`src/rtl/pipe_hazard_ctrl.sv`:
```
// rtl/pipe_hazard_ctrl.sv - pipeline stall/flush controller with multdiv wait and load-use detection
module pipe_hazard_ctrl #(
    parameter int MD_TIMEOUT = 40,
    parameter int CNT_W      = 16
) (
    input  logic             clk,
    input  logic             reset,
    input  logic [31:0]      d_insn,
    input  logic [31:0]      x_insn,
    input  logic             x_branch_taken,
    input  logic             md_ready,
    output logic             pc_we,
    output logic             fd_we,
    output logic             dx_we,
    output logic             xm_we,
    output logic             fd_nop,
    output logic             dx_nop,
    output logic             md_start,
    output logic             md_timeout,
    output logic [CNT_W-1:0] stall_cycles
);
    localparam int WC_W = (MD_TIMEOUT < 1) ? 1 : $clog2(MD_TIMEOUT + 1);
    localparam logic [WC_W-1:0] WC_LAST = WC_W'(MD_TIMEOUT);
    localparam logic [WC_W-1:0] WC_PRE  = WC_W'(MD_TIMEOUT - 1);

    localparam logic [4:0] OP_RTYPE = 5'b00000;
    localparam logic [4:0] OP_BNE   = 5'b00010;
    localparam logic [4:0] OP_JR    = 5'b00100;
    localparam logic [4:0] OP_ADDI  = 5'b00101;
    localparam logic [4:0] OP_BLT   = 5'b00110;
    localparam logic [4:0] OP_SW    = 5'b00111;
    localparam logic [4:0] OP_LW    = 5'b01000;

    typedef enum logic {S_RUN, S_MD_WAIT} state_t;

    state_t           r_state;
    logic [WC_W-1:0]  r_wait_cnt;
    logic             r_md_timeout;
    logic [CNT_W-1:0] r_stall_cnt;

    logic [4:0] w_x_op, w_x_rd, w_x_aluop;
    logic [4:0] w_d_op, w_d_rd, w_d_rs, w_d_rt;
    logic       w_src_rs, w_src_rt, w_src_rd;
    logic       w_x_md, w_load_use, w_wait_done;
    logic       w_unused_bits;

    assign w_x_op    = x_insn[31:27];
    assign w_x_rd    = x_insn[26:22];
    assign w_x_aluop = x_insn[6:2];
    assign w_d_op    = d_insn[31:27];
    assign w_d_rd    = d_insn[26:22];
    assign w_d_rs    = d_insn[21:17];
    assign w_d_rt    = d_insn[16:12];
    assign w_unused_bits = &{1'b0, d_insn[11:0], x_insn[21:7], x_insn[1:0]};

    assign w_x_md = (w_x_op == OP_RTYPE) && (w_x_aluop == 5'b00110 || w_x_aluop == 5'b00111);

    // Which fields of the decode instruction are read as source registers
    always_comb begin
        w_src_rs = 1'b0;
        w_src_rt = 1'b0;
        w_src_rd = 1'b0;
        case (w_d_op)
            OP_RTYPE:                begin w_src_rs = 1'b1; w_src_rt = 1'b1; end
            OP_ADDI, OP_LW:          w_src_rs = 1'b1;
            OP_SW, OP_BNE, OP_BLT:   begin w_src_rs = 1'b1; w_src_rd = 1'b1; end
            OP_JR:                   w_src_rd = 1'b1;
            default:                 ;
        endcase
    end

    assign w_load_use = (w_x_op == OP_LW) && (w_x_rd != 5'd0) &&
                        ((w_src_rs && w_d_rs == w_x_rd) ||
                         (w_src_rt && w_d_rt == w_x_rd) ||
                         (w_src_rd && w_d_rd == w_x_rd));

    // A timeout releases the pipe exactly as a late md_ready would
    assign w_wait_done = md_ready || (r_wait_cnt == WC_LAST);

    always_comb begin
        pc_we    = 1'b0;
        fd_we    = 1'b0;
        dx_we    = 1'b0;
        xm_we    = 1'b0;
        fd_nop   = 1'b0;
        dx_nop   = 1'b0;
        md_start = 1'b0;
        if (reset) begin
            case (r_state)
                S_RUN: begin
                    if (x_branch_taken) begin
                        {pc_we, fd_we, dx_we, xm_we} = 4'b1111;
                        fd_nop = 1'b1;
                        dx_nop = 1'b1;
                    end else if (w_x_md) begin
                        md_start = 1'b1;
                    end else if (w_load_use) begin
                        dx_we  = 1'b1;
                        xm_we  = 1'b1;
                        dx_nop = 1'b1;
                    end else begin
                        {pc_we, fd_we, dx_we, xm_we} = 4'b1111;
                    end
                end
                S_MD_WAIT: begin
                    if (w_wait_done) {pc_we, fd_we, dx_we, xm_we} = 4'b1111;
                end
                default: ;
            endcase
        end
    end

    always_ff @(posedge clk or negedge reset) begin
        if (!reset) begin
            r_state      <= S_RUN;
            r_wait_cnt   <= '0;
            r_md_timeout <= 1'b0;
            r_stall_cnt  <= '0;
        end else begin
            if (!pc_we && r_stall_cnt != '1) r_stall_cnt <= r_stall_cnt + 1'b1;
            case (r_state)
                S_RUN: begin
                    if (!x_branch_taken && w_x_md) begin
                        r_state    <= S_MD_WAIT;
                        r_wait_cnt <= '0;
                    end
                end
                S_MD_WAIT: begin
                    if (w_wait_done) begin
                        r_state <= S_RUN;
                    end else begin
                        r_wait_cnt <= r_wait_cnt + 1'b1;
                        if (r_wait_cnt == WC_PRE) r_md_timeout <= 1'b1;
                    end
                end
                default: r_state <= S_RUN;
            endcase
        end
    end

    assign md_timeout   = r_md_timeout;
    assign stall_cycles = r_stall_cnt;
endmodule

```
`config.mk`:
```
export PLATFORM = sky130hd
export DESIGN_NAME = pipe_hazard_ctrl
export DESIGN_NICKNAME = d
export VERILOG_FILES = /design/src/rtl/pipe_hazard_ctrl.sv
export SDC_FILE = /design/constraint.sdc
export NUM_CORES = 1
export LEC_CHECK = 0
export BUFFER_PORTS_ARGS = -buffer_cell sky130_fd_sc_hd__buf_4
export CAP_MARGIN = 40
export CORE_UTILIZATION = 43
export CTS_CLUSTER_DIAMETER = 80
export DETAILED_ROUTE_END_ITERATION = 8
export PLACE_DENSITY_LB_ADDON = 0.2
export SYNTH_ARGS = -nofsm -noshare
export SYNTH_HDL_FRONTEND = slang
export SYNTH_SLANG_ARGS = --single-unit
```
`constraint.sdc`:
```
create_clock -name clk -period 3.1 [get_ports clk]
set_input_delay 0.62 -clock clk [delete_from_list [all_inputs] [get_ports clk]]
set_output_delay 0.62 -clock clk [all_outputs]
set_load 0.05 [all_outputs]
```
# --- Word level (Yosys, flattened, before mapping) ---
# Index checks and enable logic that the tools add are counted.
classes:
  n_addsub: 2
  n_eq_ne: 17
  n_reduce_logical: 21
  mux: 31
  bitwise: 2
op_table:
  columns: ["op", "n"]
  rows:
  - ["5-bit by 3-bit == test with 1-bit output, second input constant", 6]
  - ["1-bit 2-to-1 mux", 25]
  - ["16-bit by 1-bit adder with 16-bit output, second input constant", 1]
  - ["16-bit inequality test, second input constant", 1]
  - ["5-bit == test", 3]
  - ["6-bit == test, second input constant", 2]
  - ["6-bit 2-to-1 mux", 2]
  - ["6-bit one-hot mux with 2 select lines", 1]
  - ["5-bit by 4-bit == test with 1-bit output, second input constant", 2]
  - ["5-bit zero test", 2]
  - ["1-bit logical AND", 8]
  - ["6-bit by 1-bit adder with 6-bit output, second input constant", 1]
  - ["1-bit one-hot mux with 2 select lines", 3]
  - ["6-bit OR reduction", 1]
  - ["5-bit by 2-bit == test with 1-bit output, second input constant", 1]
  - ["5-bit nonzero test", 1]
  - ["1-bit logical OR", 4]
  - ["2-bit inequality test, second input constant", 2]
  - ["4-bit OR reduction", 1]
  - ["3-bit AND reduction", 1]
  - ["1-bit zero test", 2]
  - ["1-bit NOT", 2]
  - ["2-bit AND reduction", 1]
word_totals:
  register_bits: 24
  output_inout_bits: 24

# --- Depth between registers and ports, before layout ---
logic_depth:
  word_depth: 14
  depth_mapped: 11
  mapped_depth_nobuf: 9

# --- Worst setup path after synthesis ---
# Ideal clock, no wire load.
synth_timing:
  kind: "input port to output port"
  from: "input port x_insn[3]"
  to: "output port pc_we"
  path_buffers: 3
  t_required_ns: 2.480
  cell_stages: 8
  arrival_time_ns: 2.487
  slack_ns: -0.007
  cell_sequence: "nor4b_1 and3_2 or2_1 buf_4 nor2_2 o21a_4 buf_6 buf_4"
synth_via:
  elab_chain_len: 7
  elab_cells_between_ends: 8
  classes_between: "2 x eq/ne; 4 x mux; 2 x reduce/logical"
synth_lines:
  columns: ["element", "line", "text"]
  rows:
  - ["start: declaration", "9", "input logic [31:0] x_insn,"]
  - ["5-bit by 3-bit == test with 1-bit output", "56", "assign w_x_md = (w_x_op == OP_RTYPE) && (w_x_aluop == 5'b00110 || w_x_aluop == 5'b00111);"]
  - ["1-bit logical OR *", "56", null]
  - ["1-bit logical AND *", "56", null]
  - ["1-bit 2-to-1 mux * (2 in series)", null, null]
  - ["1-bit one-hot mux with 2 select lines *", null, null]
  - ["1-bit 2-to-1 mux *", null, null]
  - ["end: declaration", "12", "output logic pc_we,"]
# Every way passes the cells marked *; elsewhere a longest branch is shown, timed or not.

# --- Worst setup path in the final report ---
layout_timing:
  from: "register r_wait_cnt[0]"
  to: "output port fd_we"
layout_via:
  elab_chain_len: 5
layout_lines:
  columns: ["element", "line", "text"]
  rows:
  - ["start: declaration", "37", "logic [WC_W-1:0] r_wait_cnt;"]
  - ["start signal: assignment", "132", "r_wait_cnt <= r_wait_cnt + 1'b1;"]
  - ["6-bit == test", "78", "assign w_wait_done = md_ready || (r_wait_cnt == WC_LAST);"]
  - ["1-bit logical OR", "78", null]
  - ["1-bit 2-to-1 mux", "106", "if (w_wait_done) {pc_we, fd_we, dx_we, xm_we} = 4'b1111;"]
  - ["1-bit one-hot mux with 2 select lines", "89", "case (r_state)"]
  - ["1-bit 2-to-1 mux", "88", "if (reset) begin"]
  - ["end: declaration", "13", "output logic fd_we,"]
# Every way passes these cells.

==> summary.md <==
| Metric | Value |
|---|---|
| Status | `finished, final reports clean` |
| Crit Path Class | `flop to output pin` |
| Syn avg cell area | `about 9.7 sq um` |
| Final Slew Violations | `0` |
| Pin count of the biggest net entering global routing | `26` |
| RR Endpoint | `stall_cycles[15]` |
| Detailed-route DRC error count | `0` |
| Period Utilization, post-route | `0.923` |
| TritonCTS clock tree | `yes` |
| Smallest hold slack | `275 ps` |
| Core area | `3360 sq um` |
| CP peak stage delay | `~420 ps` |
| Synth warn | `0` |
| Synth top area share | `0.395` |
| Die Y | `61.5 um` |
| Gpl congestion | `~0.79` |
| Share of layout cells above drive strength 1 | `0.362` |
| Synth Register Bits | `24` |
| Initial core utilization | `0.452` |
| Crit path DAT | `between 2000 and 2500 ps` |
| HPWL Detailed | `between 2000 and 3000 um` |
| Max Clock Freq | `349 MHz` |
| Reg2reg path depth | `8` |
| NumNets Final | `between 200 and 300` |
| CP max FO | `9` |
| R2R Setup Slk | `slightly below 600 ps` |
| Gr ovfl total | `0` |
| GRT Overall Usage | `0.210` |
| Tmin final | `between 2000 and 3000 ps` |
| Post-synth EDFFs | `0` |
| Slew @ Worst Pin | `between 300 and 400 ps` |
| Via count | `around 1400` |
| Crit path cell chain | `inv_1 > ha_1 > nand2_1 > o31a_1 > or2_1 > nor2_4 > o21a_4 > buf_4` |
| Register area | `roughly 600 sq um` |
| Cell taking the most area after synthesis | `dfrtp_1` |
| Clock tree buffer depth | `2` |
| Final hold vios | `0` |
| R2R Path Start | `r_state` |
| Leakage power | `1.00 nW` |
| Clock root buffer master | `clkbuf_4` |
| Die footprint | `3780 sq um` |
| I/O pin count | `92` |
| Routed Antenna Nets | `0` |
| Critical path data required time | `around 2500 ps` |
| Antenna cells | `0` |
| Vias per cell | `between 5 and 6` |
| RSZ-0062 raised after global routing | `no` |
| Max_cap viols | `0` |
| Row count | `21` |
| Die Width | `61.5 um` |
| Syn Nets | `228` |
| Clock-pin slew on the worst setup and hold paths | `about 130 ps` |
| Clk sinks | `24` |
| Area Overhead vs Synth | `37.5%` |
| Final wirelength | `between 3000 and 4000 um` |
| Multi-input logic area | `863 sq um` |
| Commonest cells post-synth | `24 x dfrtp_1, 20 x xor2_1, 14 x nand2_1, 14 x nor2_1, 13 x xnor2_1` |
| Peak supply drop | `a little over 0.5 mV` |
| Clk_skew | `roughly 6.5 ps` |
| Clk_lat worst skew | `approximately 310 ps` |
| Pwr/cell area | `584 nW/um^2` |
| Post-Syn Area | `about 1500 sq um` |
| Global-route wire length before repair | `5870 um` |
| Yosys cell types | `40` |
| Htree depth | `1` |
| Initial antenna violation count | `0` |
| Slew headroom | `0.735` |
| 1st-iter DRT viols | `63` |
| Setup-failing EPs final | `0` |
| CTS resizes | `0` |
| Post-DR wirelength/cell | `around 13 um` |
| CTS buffer count | `3` |
| Setup crit end kind | `output pin` |
| Ys async rst share | `1.00` |
| Worst min path class | `input pin to asynchronous set/reset pin` |
| Detailed Routing Iterations Pass 1 | `4` |
| Port bufs | `between 60 and 70` |
| Setup TNS | `0 ps` |
| Top_reg_cell synth | `dfrtp_1` |
| Vias in the first global route | `between 1000 and 1500` |
| Fillcell total | `307` |
| Sequential area share after synthesis | `0.395` |
| Mapped Cells | `between 150 and 200` |
| Synth area leaders | `dfrtp_1 40%, xor2_1 12%, xnor2_1 7.5%, nand2_1 3.5%, nor2_1 3.5%` |
| Startpoint Class | `flop` |
| Worst-path cell with the longest stage delay | `dfrtp_1` |
| Most frequent cell after synthesis | `dfrtp_1` |
## metrics by stage
stage	instances	worst slack (ps)	instance area, sq um	utilization	power (mW)
final	270	238	2090	0.622	1.22
after global routing	270	91.7	2090	0.622	1.30
after CTS	264	102	2050	0.608	1.23
after detailed placement	260	316	2010	0.597	1.06
after global placement	260	325	2010	0.597	1.05
after floorplan	157	79.8	1530	-	0.855
## cell type report
cell class,count,share of cell area
clock buffers,4,0.0174
inverters,6,0.0108
multi-input cells,122,0.413
flip-flops and latches,24,0.287
well taps,46,0.0275
repair buffers,68,0.244
## placed cells by master, fill, tap and decap left out, types with 4 or more instances in the layout
cell type | Yosys | final
xnor2_1 | 13 | 13
nand3_1 | 8 | 8
nor3_1 | 6 | 6
dfrtp_1 | 24 | 24
nand2_1 | 14 | 14
xor2_1 | 20 | 20
inv_1 | 6 | 6
nor4b_1 | 4 | 4
and3_1 | 4 | 4
nor2_1 | 14 | 14
buf_4 | 3 | 68
## worst max-delay path by stage
stage / startpoint / endpoint / slack [ps] / depth (start not counted)
2_1_floorplan: x_insn[23] / dx_nop / 80 / 7
3_3_place_gp: x_insn[23] / fd_we / 330 / 6
3_5_place_dp: x_insn[3] / fd_we / 320 / 7
4_1_cts: r_wait_cnt[0] / fd_we / 100 / 8
5_1_grt: r_wait_cnt[0] / pc_we / 90 / 8
6_report: r_wait_cnt[0] / fd_we / 240 / 8
## routing by layer
layer / part of all wire / vias up / track usage
met4: 0.0072 / 0 / 0.0921
li1: - / 677 / -
met2: 0.53 / 41 / 0.384
met1: 0.42 / 661 / 0.241
met5: 0 / - / 0
met3: 0.046 / 4 / 0.0357
## registers in the layout (all words and copies together) (netlist names)
register,cells
r_wait_cnt,6
r_state,1
md_timeout,1
stall_cycles,16
## cell families (layout without fill, tap and decap cells)
kind of cell | after synthesis | in the layout | share of synthesized area
simple gates | 72 | 72 | 0.272
xor+xnor | 33 | 33 | 0.190
flops | 24 | 24 | 0.395
compound gates | 11 | 11 | 0.0560
buf+inv | 11 | 78 | 0.0403
fa+ha+maj | 3 | 3 | 0.0247
mux | 3 | 3 | 0.0222
## power by group
group	switching, mW	total, mW	internal (mW)	leakage (nW)
sequential	0.0880	0.470	0.382	0.296
clock	0.0906	0.162	0.0717	0.0210
combinational	0.379	0.588	0.209	0.684
total	0.558	1.22	0.663	1.00
## what timing repair did
action                     in CTS  in global routing
setup buffers                   0                  6
setup endpoints to repair       0                  2
hold buffers                    0                  0
## critical path, delay by kind of cell, from the launching register on
family                     cells  cell delay [ps]
buffers and inverters          2              320
and+or+nand+nor                3              580
adders and majority gates      1              150
AOI/OAI and AO/OA              2              470
DFF                            1              420
Power figures use the tool's default switching activity.
